==> src/rtl/hazard_pkg.sv <==
// rtl/hazard_pkg.sv - shared types and constants for the hazard/forwarding unit
//
// Holds the pipeline stage-entry record, the "no bypass" select value and the
// architectural register count. Source-operand arrays are sized for MAX_NSRC so
// one struct type serves any NSRC up to that bound.
package hazard_pkg;

  localparam int NREG        = 32;
  localparam int MAX_NSRC    = 4;
  localparam int FWD_REGFILE = 0;

  typedef struct packed {
    logic                     valid;
    logic [4:0]               rd;
    logic                     regwrite;
    logic                     is_load;
    logic                     long_op;
    logic [MAX_NSRC-1:0][4:0] rs;
    logic [MAX_NSRC-1:0]      use_rs;
  } stage_entry_t;

  localparam stage_entry_t BUBBLE = '0;

  // A used, non-x0 source that names the given destination.
  function automatic logic src_hits(input logic use_bit, input logic [4:0] rs,
                                    input logic [4:0] rd);
    return use_bit && (rs != 5'd0) && (rs == rd);
  endfunction

endpackage

==> src/rtl/long_op_scoreboard.sv <==
// rtl/long_op_scoreboard.sv - pending-register bits and outstanding long-op count
//
// Ports:
//   clk, rstn          clock, asynchronous active-low reset
//   set_en, set_rd     a long op leaves EX: mark set_rd pending, count up
//   clr_en, clr_rd     long unit writeback: clear clr_rd, count down
//   pending[NREG-1:0]  registers awaiting a long-latency result (bit 0 always 0)
//   count              number of long ops in flight (0..LONG_MAX)
module long_op_scoreboard
  import hazard_pkg::*;
#(
  parameter int LONG_MAX = 4,
  parameter int CNTW     = $clog2(LONG_MAX + 1)
) (
  input  logic            clk,
  input  logic            rstn,
  input  logic            set_en,
  input  logic [4:0]      set_rd,
  input  logic            clr_en,
  input  logic [4:0]      clr_rd,
  output logic [NREG-1:0] pending,
  output logic [CNTW-1:0] count
);

  logic [NREG-1:0] pend_q;
  logic [NREG-1:0] pend_n;
  logic [CNTW-1:0] count_q;
  logic            clr_ok;

  // A writeback with nothing in flight is spurious and must not underflow.
  assign clr_ok = clr_en && (count_q != '0);

  always_comb begin
    pend_n = pend_q;
    if (clr_ok) pend_n[clr_rd] = 1'b0;
    // Applied after the clear so a same-register set wins.
    if (set_en) pend_n[set_rd] = 1'b1;
    pend_n[0] = 1'b0;
  end

  always_ff @(posedge clk or negedge rstn) begin
    if (!rstn) begin
      pend_q  <= '0;
      count_q <= '0;
    end else begin
      pend_q <= pend_n;
      case ({set_en, clr_ok})
        2'b10:   count_q <= count_q + CNTW'(1);
        2'b01:   count_q <= count_q - CNTW'(1);
        default: count_q <= count_q;
      endcase
    end
  end

  assign pending = pend_q;
  assign count   = count_q;

endmodule

==> src/rtl/hazard_fwd_unit.sv <==
// rtl/hazard_fwd_unit.sv - pipeline hazard detection and operand bypass select
//
// Ports:
//   clk, rstn                     clock, asynchronous active-low reset
//   id_valid/id_regwrite/
//   id_is_load/id_long            ID instruction attributes
//   id_rs[NSRC*5], id_use_rs      ID source registers and their use flags
//   id_rd                         ID destination register
//   flush                         kill the ID and EX instructions
//   lu_done, lu_rd                long unit writes lu_rd this cycle
//   stall                         hold ID, inject a bubble into EX
//   fwd_sel[NSRC*SELW]            per EX operand: 0 = regfile, k = bypass stage k
//   pending[32]                   long-op scoreboard bits
module hazard_fwd_unit
  import hazard_pkg::*;
#(
  parameter int NSRC     = 2,
  parameter int NFWD     = 2,
  parameter int LONG_MAX = 4,
  parameter int SELW     = $clog2(NFWD + 1)
) (
  input  logic                 clk,
  input  logic                 rstn,
  input  logic                 id_valid,
  input  logic                 id_regwrite,
  input  logic                 id_is_load,
  input  logic                 id_long,
  input  logic [NSRC*5-1:0]    id_rs,
  input  logic [NSRC-1:0]      id_use_rs,
  input  logic [4:0]           id_rd,
  input  logic                 flush,
  input  logic                 lu_done,
  input  logic [4:0]           lu_rd,
  output logic                 stall,
  output logic [NSRC*SELW-1:0] fwd_sel,
  output logic [31:0]          pending
);

  localparam int CNTW = $clog2(LONG_MAX + 1);
  localparam logic [CNTW:0] LONG_LIMIT = (CNTW + 1)'(LONG_MAX);

  // Stage 0 is EX, stage NFWD is WB.
  stage_entry_t    ent_q [0:NFWD];
  stage_entry_t    id_ent;
  stage_entry_t    ex;
  logic [NREG-1:0] pend_sb;
  logic [CNTW-1:0] long_cnt;
  logic            ex_long_wr;
  logic            ex_load_wr;
  logic            load_use;
  logic            raw;
  logic            waw;
  logic            cap;
  logic [CNTW:0]   occupancy;
  logic            issue;

  assign ex         = ent_q[0];
  assign ex_long_wr = ex.valid && ex.regwrite && ex.long_op;
  assign ex_load_wr = ex.valid && ex.regwrite && ex.is_load;
  assign issue      = id_valid && !stall && !flush;

  always_comb begin
    id_ent          = BUBBLE;
    id_ent.valid    = 1'b1;
    id_ent.rd       = id_rd;
    id_ent.regwrite = id_regwrite;
    id_ent.is_load  = id_is_load;
    id_ent.long_op  = id_long;
    for (int i = 0; i < NSRC; i++) begin
      id_ent.rs[i]     = id_rs[i*5 +: 5];
      id_ent.use_rs[i] = id_use_rs[i];
    end
  end

  // The pipe advances every cycle; a stall only means EX receives a bubble.
  always_ff @(posedge clk or negedge rstn) begin
    if (!rstn) begin
      for (int k = 0; k <= NFWD; k++) ent_q[k] <= BUBBLE;
    end else begin
      ent_q[0] <= issue ? id_ent : BUBBLE;
      // flush kills the EX instruction on its way to MEM; older stages keep going.
      ent_q[1] <= flush ? BUBBLE : ent_q[0];
      for (int k = 2; k <= NFWD; k++) ent_q[k] <= ent_q[k-1];
    end
  end

  // A long op becomes a scoreboard entry only once it has left EX; while in
  // EX it is caught by the direct EX rd compares below.
  long_op_scoreboard #(
    .LONG_MAX (LONG_MAX),
    .CNTW     (CNTW)
  ) u_scoreboard (
    .clk     (clk),
    .rstn    (rstn),
    .set_en  (ex_long_wr && !flush),
    .set_rd  (ex.rd),
    .clr_en  (lu_done),
    .clr_rd  (lu_rd),
    .pending (pend_sb),
    .count   (long_cnt)
  );

  assign pending = pend_sb;

  // Hazard checks read only registered scoreboard state, so a writeback
  // arriving this cycle still stalls its consumer for this one cycle.
  always_comb begin
    logic [4:0] rs_i;
    load_use = 1'b0;
    raw      = 1'b0;
    for (int i = 0; i < NSRC; i++) begin
      rs_i = id_rs[i*5 +: 5];
      if (ex_load_wr && src_hits(id_use_rs[i], rs_i, ex.rd)) load_use = 1'b1;
      if (id_use_rs[i] && (rs_i != 5'd0) && pend_sb[rs_i]) raw = 1'b1;
      if (ex_long_wr && src_hits(id_use_rs[i], rs_i, ex.rd)) raw = 1'b1;
    end
  end

  assign waw = id_regwrite && (id_rd != 5'd0) &&
               (pend_sb[id_rd] || (ex_long_wr && (id_rd == ex.rd)));

  // The long op in EX counts as outstanding: it reaches the scoreboard this edge.
  assign occupancy = {1'b0, long_cnt} + {{CNTW{1'b0}}, ex_long_wr};
  assign cap       = id_long && (occupancy >= LONG_LIMIT);

  assign stall = rstn && id_valid && !flush && (load_use || raw || waw || cap);

  // Walk from the oldest stage down so the youngest matching producer wins.
  // Long ops are excluded: their results return through the long unit.
  always_comb begin
    fwd_sel = '0;
    for (int i = 0; i < NSRC; i++) begin
      fwd_sel[i*SELW +: SELW] = SELW'(FWD_REGFILE);
      for (int k = NFWD; k >= 1; k--) begin
        if (ex.valid && ent_q[k].valid && ent_q[k].regwrite && !ent_q[k].long_op &&
            src_hits(ex.use_rs[i], ex.rs[i], ent_q[k].rd)) begin
          fwd_sel[i*SELW +: SELW] = SELW'(k);
        end
      end
    end
  end

endmodule
==> config.mk <==
export PLATFORM = sky130hd
export DESIGN_NAME = hazard_fwd_unit
export DESIGN_NICKNAME = d
export VERILOG_FILES = /design/src/rtl/hazard_pkg.sv /design/src/rtl/long_op_scoreboard.sv /design/src/rtl/hazard_fwd_unit.sv
export SDC_FILE = /design/constraint.sdc
export NUM_CORES = 1
export LEC_CHECK = 0
export CAP_MARGIN = 10
export CORE_MARGIN = 8
export CORE_UTILIZATION = 35
export DETAILED_ROUTE_END_ITERATION = 7
export SETUP_SLACK_MARGIN = 0.02
export SLEW_MARGIN = 20
export SYNTH_ARGS = -nofsm -noshare
export SYNTH_HDL_FRONTEND = slang
export SYNTH_SLANG_ARGS = --single-unit
==> constraint.sdc <==
create_clock -name clk -period 3.05 [get_ports clk]
set_input_delay 0.61 -clock clk [delete_from_list [all_inputs] [get_ports clk]]
set_output_delay 0.61 -clock clk [all_outputs]
set_load 0.01 [all_outputs]
* Word level (Yosys, flattened, before mapping)
Cells that the tools add are included.
Storage, ports and cells: output and inout port bits 37, register bits 83, memories kept 0, memory bits (read-only) 0, bits in latches 0, memory bits (writable) 0, bits of input ports 30
Cells by class: order comparisons 8, divide/modulo/power cells 0, shift operators 0, bitwise operators 3, multiply operators 0, multiplexer cells 25, reduce and logical (&&, ||, !) cells 57, $add $sub $neg 3, equality and inequality tests 9
Operators with widths (count):
- 33-bit 2-to-1 mux | 2
- 32-bit 2-to-1 mux | 2
- 1-bit logical AND | 42
- 5-bit == test | 7
- 32-bit AND | 1
- 32-bit inverter | 1
- 32-bit bitwise OR | 1
- 5-bit by 6-bit < comparator with 1-bit output (second input constant) | 5
- 5-bit nonzero test | 5
- 1-bit binary-select mux with 5-bit select | 3
- 1-bit 2-to-1 mux | 11
- 1-bit demux with 5-bit select | 2
- 5-bit by 1-bit greater-or-equal comparator with 1-bit output (second input constant) | 2
- 2-bit 2-to-1 mux | 4
- 3-bit case mux with 2 select lines | 1
- 3-bit by 1-bit adder with 4-bit output | 1
- 4-bit by 3-bit greater-or-equal comparator with 1-bit output (second input constant) | 1
- 1-bit logical NOT | 4
- 1-bit logical OR | 4
- 3-bit by 1-bit adder with 3-bit output (second input constant) | 1
- 3-bit nonzero test | 1
- 3-bit by 1-bit subtractor with 3-bit output (second input constant) | 1
- 2-bit by 1-bit == test with 1-bit output (second input constant) | 1
- 2-bit == test (second input constant) | 1
- 2-bit nonzero test | 1

* Logic depth before layout (Yosys ltp)
word-level depth 15, mapped depth 9

* By module
A second synthesis with hierarchy kept.
Second synthesis, totals: cell total of the unflattened synthesis 428, area total of the unflattened synthesis 4518.1 um^2
Modules (own cells, without submodules):
- hazard_fwd_unit | sequential area each 925.9 um^2, area each 2817.7 um^2, cells each 258, times used 1
- long_op_scoreboard | sequential area each 850.8 um^2, area each 1700.4 um^2, cells each 170, times used 1

* Worst setup path before layout
No wires, ideal clock.
path kind input to output, from input port id_rs[7], to output port stall, slack 0.149 ns, buffers on the path 1, stages on the path 6, arrival time 2.291 ns, required time 2.440 ns, cells stage by stage buf_4 > mux4_1 > mux4_2 > nand4_1 > nand2_2 > or3_1
Between the ends: cells in the longest elaborated chain, start to end 9
Ends and longest elaborated chain:
- start, declared | RTL line hazard_fwd_unit.sv:28 | input logic [NSRC*5-1:0] id_rs,
- 1-bit binary-select mux with 5-bit select or 5-bit nonzero test (tied branches) | RTL line hazard_fwd_unit.sv:114, hazard_pkg.sv:27
- 1-bit 2-to-1 mux (not written as such) or 1-bit logical AND (tied branches) | RTL line hazard_fwd_unit.sv:114, hazard_pkg.sv:27
- 1-bit logical AND, on equally long branches | RTL line hazard_fwd_unit.sv:114, hazard_pkg.sv:27
- 1-bit 2-to-1 mux, or another cell as far along | RTL line hazard_fwd_unit.sv:114 | if (id_use_rs[i] && (rs_i != 5'd0) && pend_sb[rs_i]) raw = 1'b1;
- 1-bit 2-to-1 mux, on equally long branches | RTL line hazard_fwd_unit.sv:115, hazard_fwd_unit.sv:113
- 1-bit logical OR (*) (3 in a row) | RTL line hazard_fwd_unit.sv:126 | assign stall = rstn && id_valid && !flush && (load_use || raw || waw || cap);
- 1-bit logical AND (*) | RTL line hazard_fwd_unit.sv:126
- end, declared | RTL line hazard_fwd_unit.sv:34 | output logic stall,
Every way passes the cells marked *; elsewhere a longest branch is shown, timed or not. The select of a mux whose other input is x is not followed.

* Worst setup path in the final report
from input port id_rs[2], to output port stall
Between the ends: cells in the longest elaborated chain, start to end 11
Ends and longest elaborated chain:
- 1-bit binary-select mux with 5-bit select or 5-bit nonzero test (tied branches) | RTL line hazard_fwd_unit.sv:114, hazard_pkg.sv:27
- 1-bit 2-to-1 mux (not written as such) or 1-bit logical AND (tied branches) | RTL line hazard_fwd_unit.sv:114, hazard_pkg.sv:27
- 1-bit logical AND, on equally long branches | RTL line hazard_fwd_unit.sv:114, hazard_pkg.sv:27
- 1-bit 2-to-1 mux or 1-bit logical AND (tied branches) | RTL line hazard_fwd_unit.sv:114, hazard_fwd_unit.sv:115
- 1-bit 2-to-1 mux | RTL line hazard_fwd_unit.sv:115 | if (ex_long_wr && src_hits(id_use_rs[i], rs_i, ex.rd)) raw = 1'b1;
- 1-bit 2-to-1 mux | RTL line hazard_fwd_unit.sv:114
- 1-bit 2-to-1 mux | RTL line hazard_fwd_unit.sv:115
- 1-bit logical OR (*) (3 in a row) | RTL line hazard_fwd_unit.sv:126
- 1-bit logical AND (*) | RTL line hazard_fwd_unit.sv:126
Marks and branches as above.

==> impl_metrics.csv <==
group,metric,value,unit
worst_setup_path,required,2.44,ns
power,vdd_ir_drop_max,0.000234,V
yosys,avgSynthCellArea,11.1,µm²
yosys,synthTopCellsByArea,"dfrtp_1, o21ai_0, nor4b_2",
yosys,synth_cells,385,
status,violations,"negative setup slack",
clock_network,cts_root_buf,"clkbuf_16",
global_routing,grt.overflow.total,0,
die,row_count,40,
worst_setup_path,cp_slowest_cell,"or4_4",
timing,hold_violations,0,
layout,drive_above_1_share,32.3,%
timing,period_share,101,%
die,die_y,126,µm
min_path,hp-class,"register to register",
yosys,synth_top_family_by_area,"simple AND/OR/NAND/NOR gates",
global_routing,grt_max_degree,38,
layout,antennaDiodeCount,0,
yosys,synth_cell_types,51,
global_routing,grt_first_pass_wirelength,22300,µm
die,start_util,35.7,%
yosys,synth-edff-count,0,
yosys,synth-seq-cells,71,
place,hpwl,10800,µm
route,wl_per_cell,21.1,µm
place,globalplace.congestion,0.902,
worst_setup_path,reg2reg_depth,15,
yosys,synthSimpleGateAreaFrac,21.3,%
yosys,synthTopCellsByCount,"dfrtp_1, o21ai_0, nand2_1",
yosys,synth_area,4270,µm²
clock_network,cts_tree,"done",
worst_setup_path,end_kind,"output pin",
run,maxCapViolations,0,
yosys,synth_fa_ha_area_share,0.762,%
die,die_x,126,µm
place,place_worst_setup_slack,-0.885,ns
die,coreArea,12000,µm²
timing,fin_ws,-0.0183,ns
route,drc,0,
yosys,synthMostInstantiatedCell,"dfrtp_1",
yosys,syn_nets,417,
yosys,synth_compound_area_share,11.5,%
yosys,synth_top_flop_cell,"dfrtp_1",
clock_network,insertion_delay,0.34,ns
yosys,synth_xor_area_share,7.79,%
clock_network,cts_buffer_depth,2,
min_path,whs_endpoint,"ent_q[26]",
clock_network,cts_num_sinks,71,
route,dr_total_vias,3803,
timing,max_freq,326,MHz
min_path,worstHoldStart,"ent_q[59]",
worst_setup_path,crit_chain,"buf_8 > or4_4 > o21ai_4 > nor4_4 > o31ai_2 > nand2_1 > or3_4 > buf_6",
layout,fin_area,6040,µm²
yosys,synth_top_area_cell,"dfrtp_1",
yosys,yosysWarnings,0,
place,port_buffers,65,
power,cellLeakagePower,2.62,nW
route,first_pass_iters,4,
global_routing,grt_pass1_vias,4030,
timing,slew_violations,0,
timing,rsz0062_at_grt,"yes",
worst_setup_path,reg2reg_to,"ent_q[71]",
timing,final.setup_skew,0.00719,ns
worst_setup_path,path_class,"input pin to output pin",
worst_setup_path,cp-start-kind,"input pin",
clock_network,clk_pin_slew,0.06,ns
worst_setup_path,crit_path_max_fanout,2,
min_path,hold_path_depth,0,
layout,n_fill_cell,1078,
worst_setup_path,crit_arrival,2.46,ns
layout,finish.utilization,50.5,%
layout,fin_nets,553,
global_routing,grt_usage,18.0,%
die,boundaryPins,67,
clock_network,numCtsBuffers,9,
worst_setup_path,reg2reg_slack,0.28,ns
yosys,synth_top_cell_area_share,41.6,%
route,postRouteAntennaNets,0,
route,viasPerCell,5.65,
place,place_area,5470,µm²
timing,setup-violations-final,1,
global_routing,antenna_found_initial,0,
power,powerDensity,432,nW/µm²
yosys,synth_seq_area_share,41.6,%
status,status,"complete, but fails checks",
die,die_area,16000,µm²
yosys,synth.area.mux_share,13.6,%
timing,fin_crit,3.07,ns
yosys,async_flop_share,100,%
worst_setup_path,slowest_delay,0.54,ns
route,wl,14200,µm
route,drt_iter0_drc,221,
layout,area_delta_synth_final,41.3,%
worst_setup_path,r2r_start,"u_scoreboard.pending[16]",
clock_network,htreeDepth,3,
==> critical path: cells and delay by family <==
family                 cells  cell delay (ns)
buffers and inverters      2             0.23
AND/OR/NAND/NOR            4             1.11
AO/OA/AOI/OAI              2             0.49
==> area by class of cell <==
cell class	count	area (µm²)	area share (%)
Clock buffer	10	239	3.96
Clock inverter	6	91.3	1.51
Inverter	4	15.0	0.249
Sequential cell	71	1780	29.4
Tap cell	147	184	3.05
Multi-Input combinational cell	287	2430	40.2
Timing Repair Buffer	148	1310	21.6
==> routing by layer <==
metal | vias to the layer above | global-route usage (%) | share of wire (%)
met4 | 0 | 8.63 | 3.8
met3 | 37 | 4.36 | 6.5
met5 | - | 0 | 0
met2 | 179 | 30.1 | 49
met1 | 1875 | 21.4 | 41
li1 | 1712 | - | -
==> worst max path at each step <==
stage / start / end / slack [ns] / cells after the start
after CTS: id_rs[8] / stall / 0.01 / 8
after global placement: id_rs[5] / stall / -0.83 / 9
after floorplan: id_rs[7] / stall / 0.15 / 6
final: id_rs[2] / stall / -0.02 / 8
after detailed placement: id_rs[5] / stall / -0.88 / 9
after global routing: id_rs[2] / stall / -0.05 / 8
==> placed cells by master, fill, tap and decap left out, types with 9 or more instances in the layout <==
master,count
clkbuf_16,9
o21ai_0,63
nor2b_1,13
mux2i_1,16
mux4_2,16
xnor2_1,19
nor4b_2,20
dfrtp_1,71
nand3b_1,12
nand2_1,20
clkdlybuf4s50_1,47
buf_4,76
xor2_1,18
==> registers in the layout (all words and copies together), names as in the netlist <==
| register | count |
|---|---|
| u_scoreboard.pending | 31 |
| u_scoreboard.count | 3 |
| ent_q | 37 |
==> metrics by stage <==
| step | cells | power, mW | hold WS, ns | setup TNS, ns |
|---|---|---|---|---|
| global placement | 637 | 1.42 | 0.349 | -0.940 |
| detailed placement | 637 | 1.43 | 0.362 | -1.32 |
| CTS | 670 | 2.61 | 0.375 | 0 |
| finish | 673 | 2.61 | 0.371 | -0.0183 |
| global route | 673 | 2.72 | 0.389 | -0.0535 |
| floorplan | 385 | 1.25 | 0.314 | 0 |
==> report_power, final <==
| group | leakage [nW] | total [mW] | internal (mW) | switching (mW) |
|---|---|---|---|---|
| Clock | 0.163 | 1.16 | 0.744 | 0.420 |
| Combinational | 1.49 | 0.420 | 0.201 | 0.219 |
| Sequential | 0.971 | 1.02 | 0.984 | 0.0411 |
| Total | 2.62 | 2.61 | 1.93 | 0.681 |
==> cell families after synthesis <==
logic type / count (synthesis)
flops: 71
fa+ha+maj: 2
buf+inv: 27
xor+xnor: 38
compound gates: 85
simple gates: 125
mux: 36
other cells: 1
==> repair_timing <==
action,in CTS,in global routing
endpoints found under the setup margin,3,22
setup buffers,16,3
pin swaps,15,9
gates resized for setup,65,20
hold buffers,0,0
endpoints found under the hold margin,0,0
gates cloned,1,0
Power figures use the tool's default switching activity.
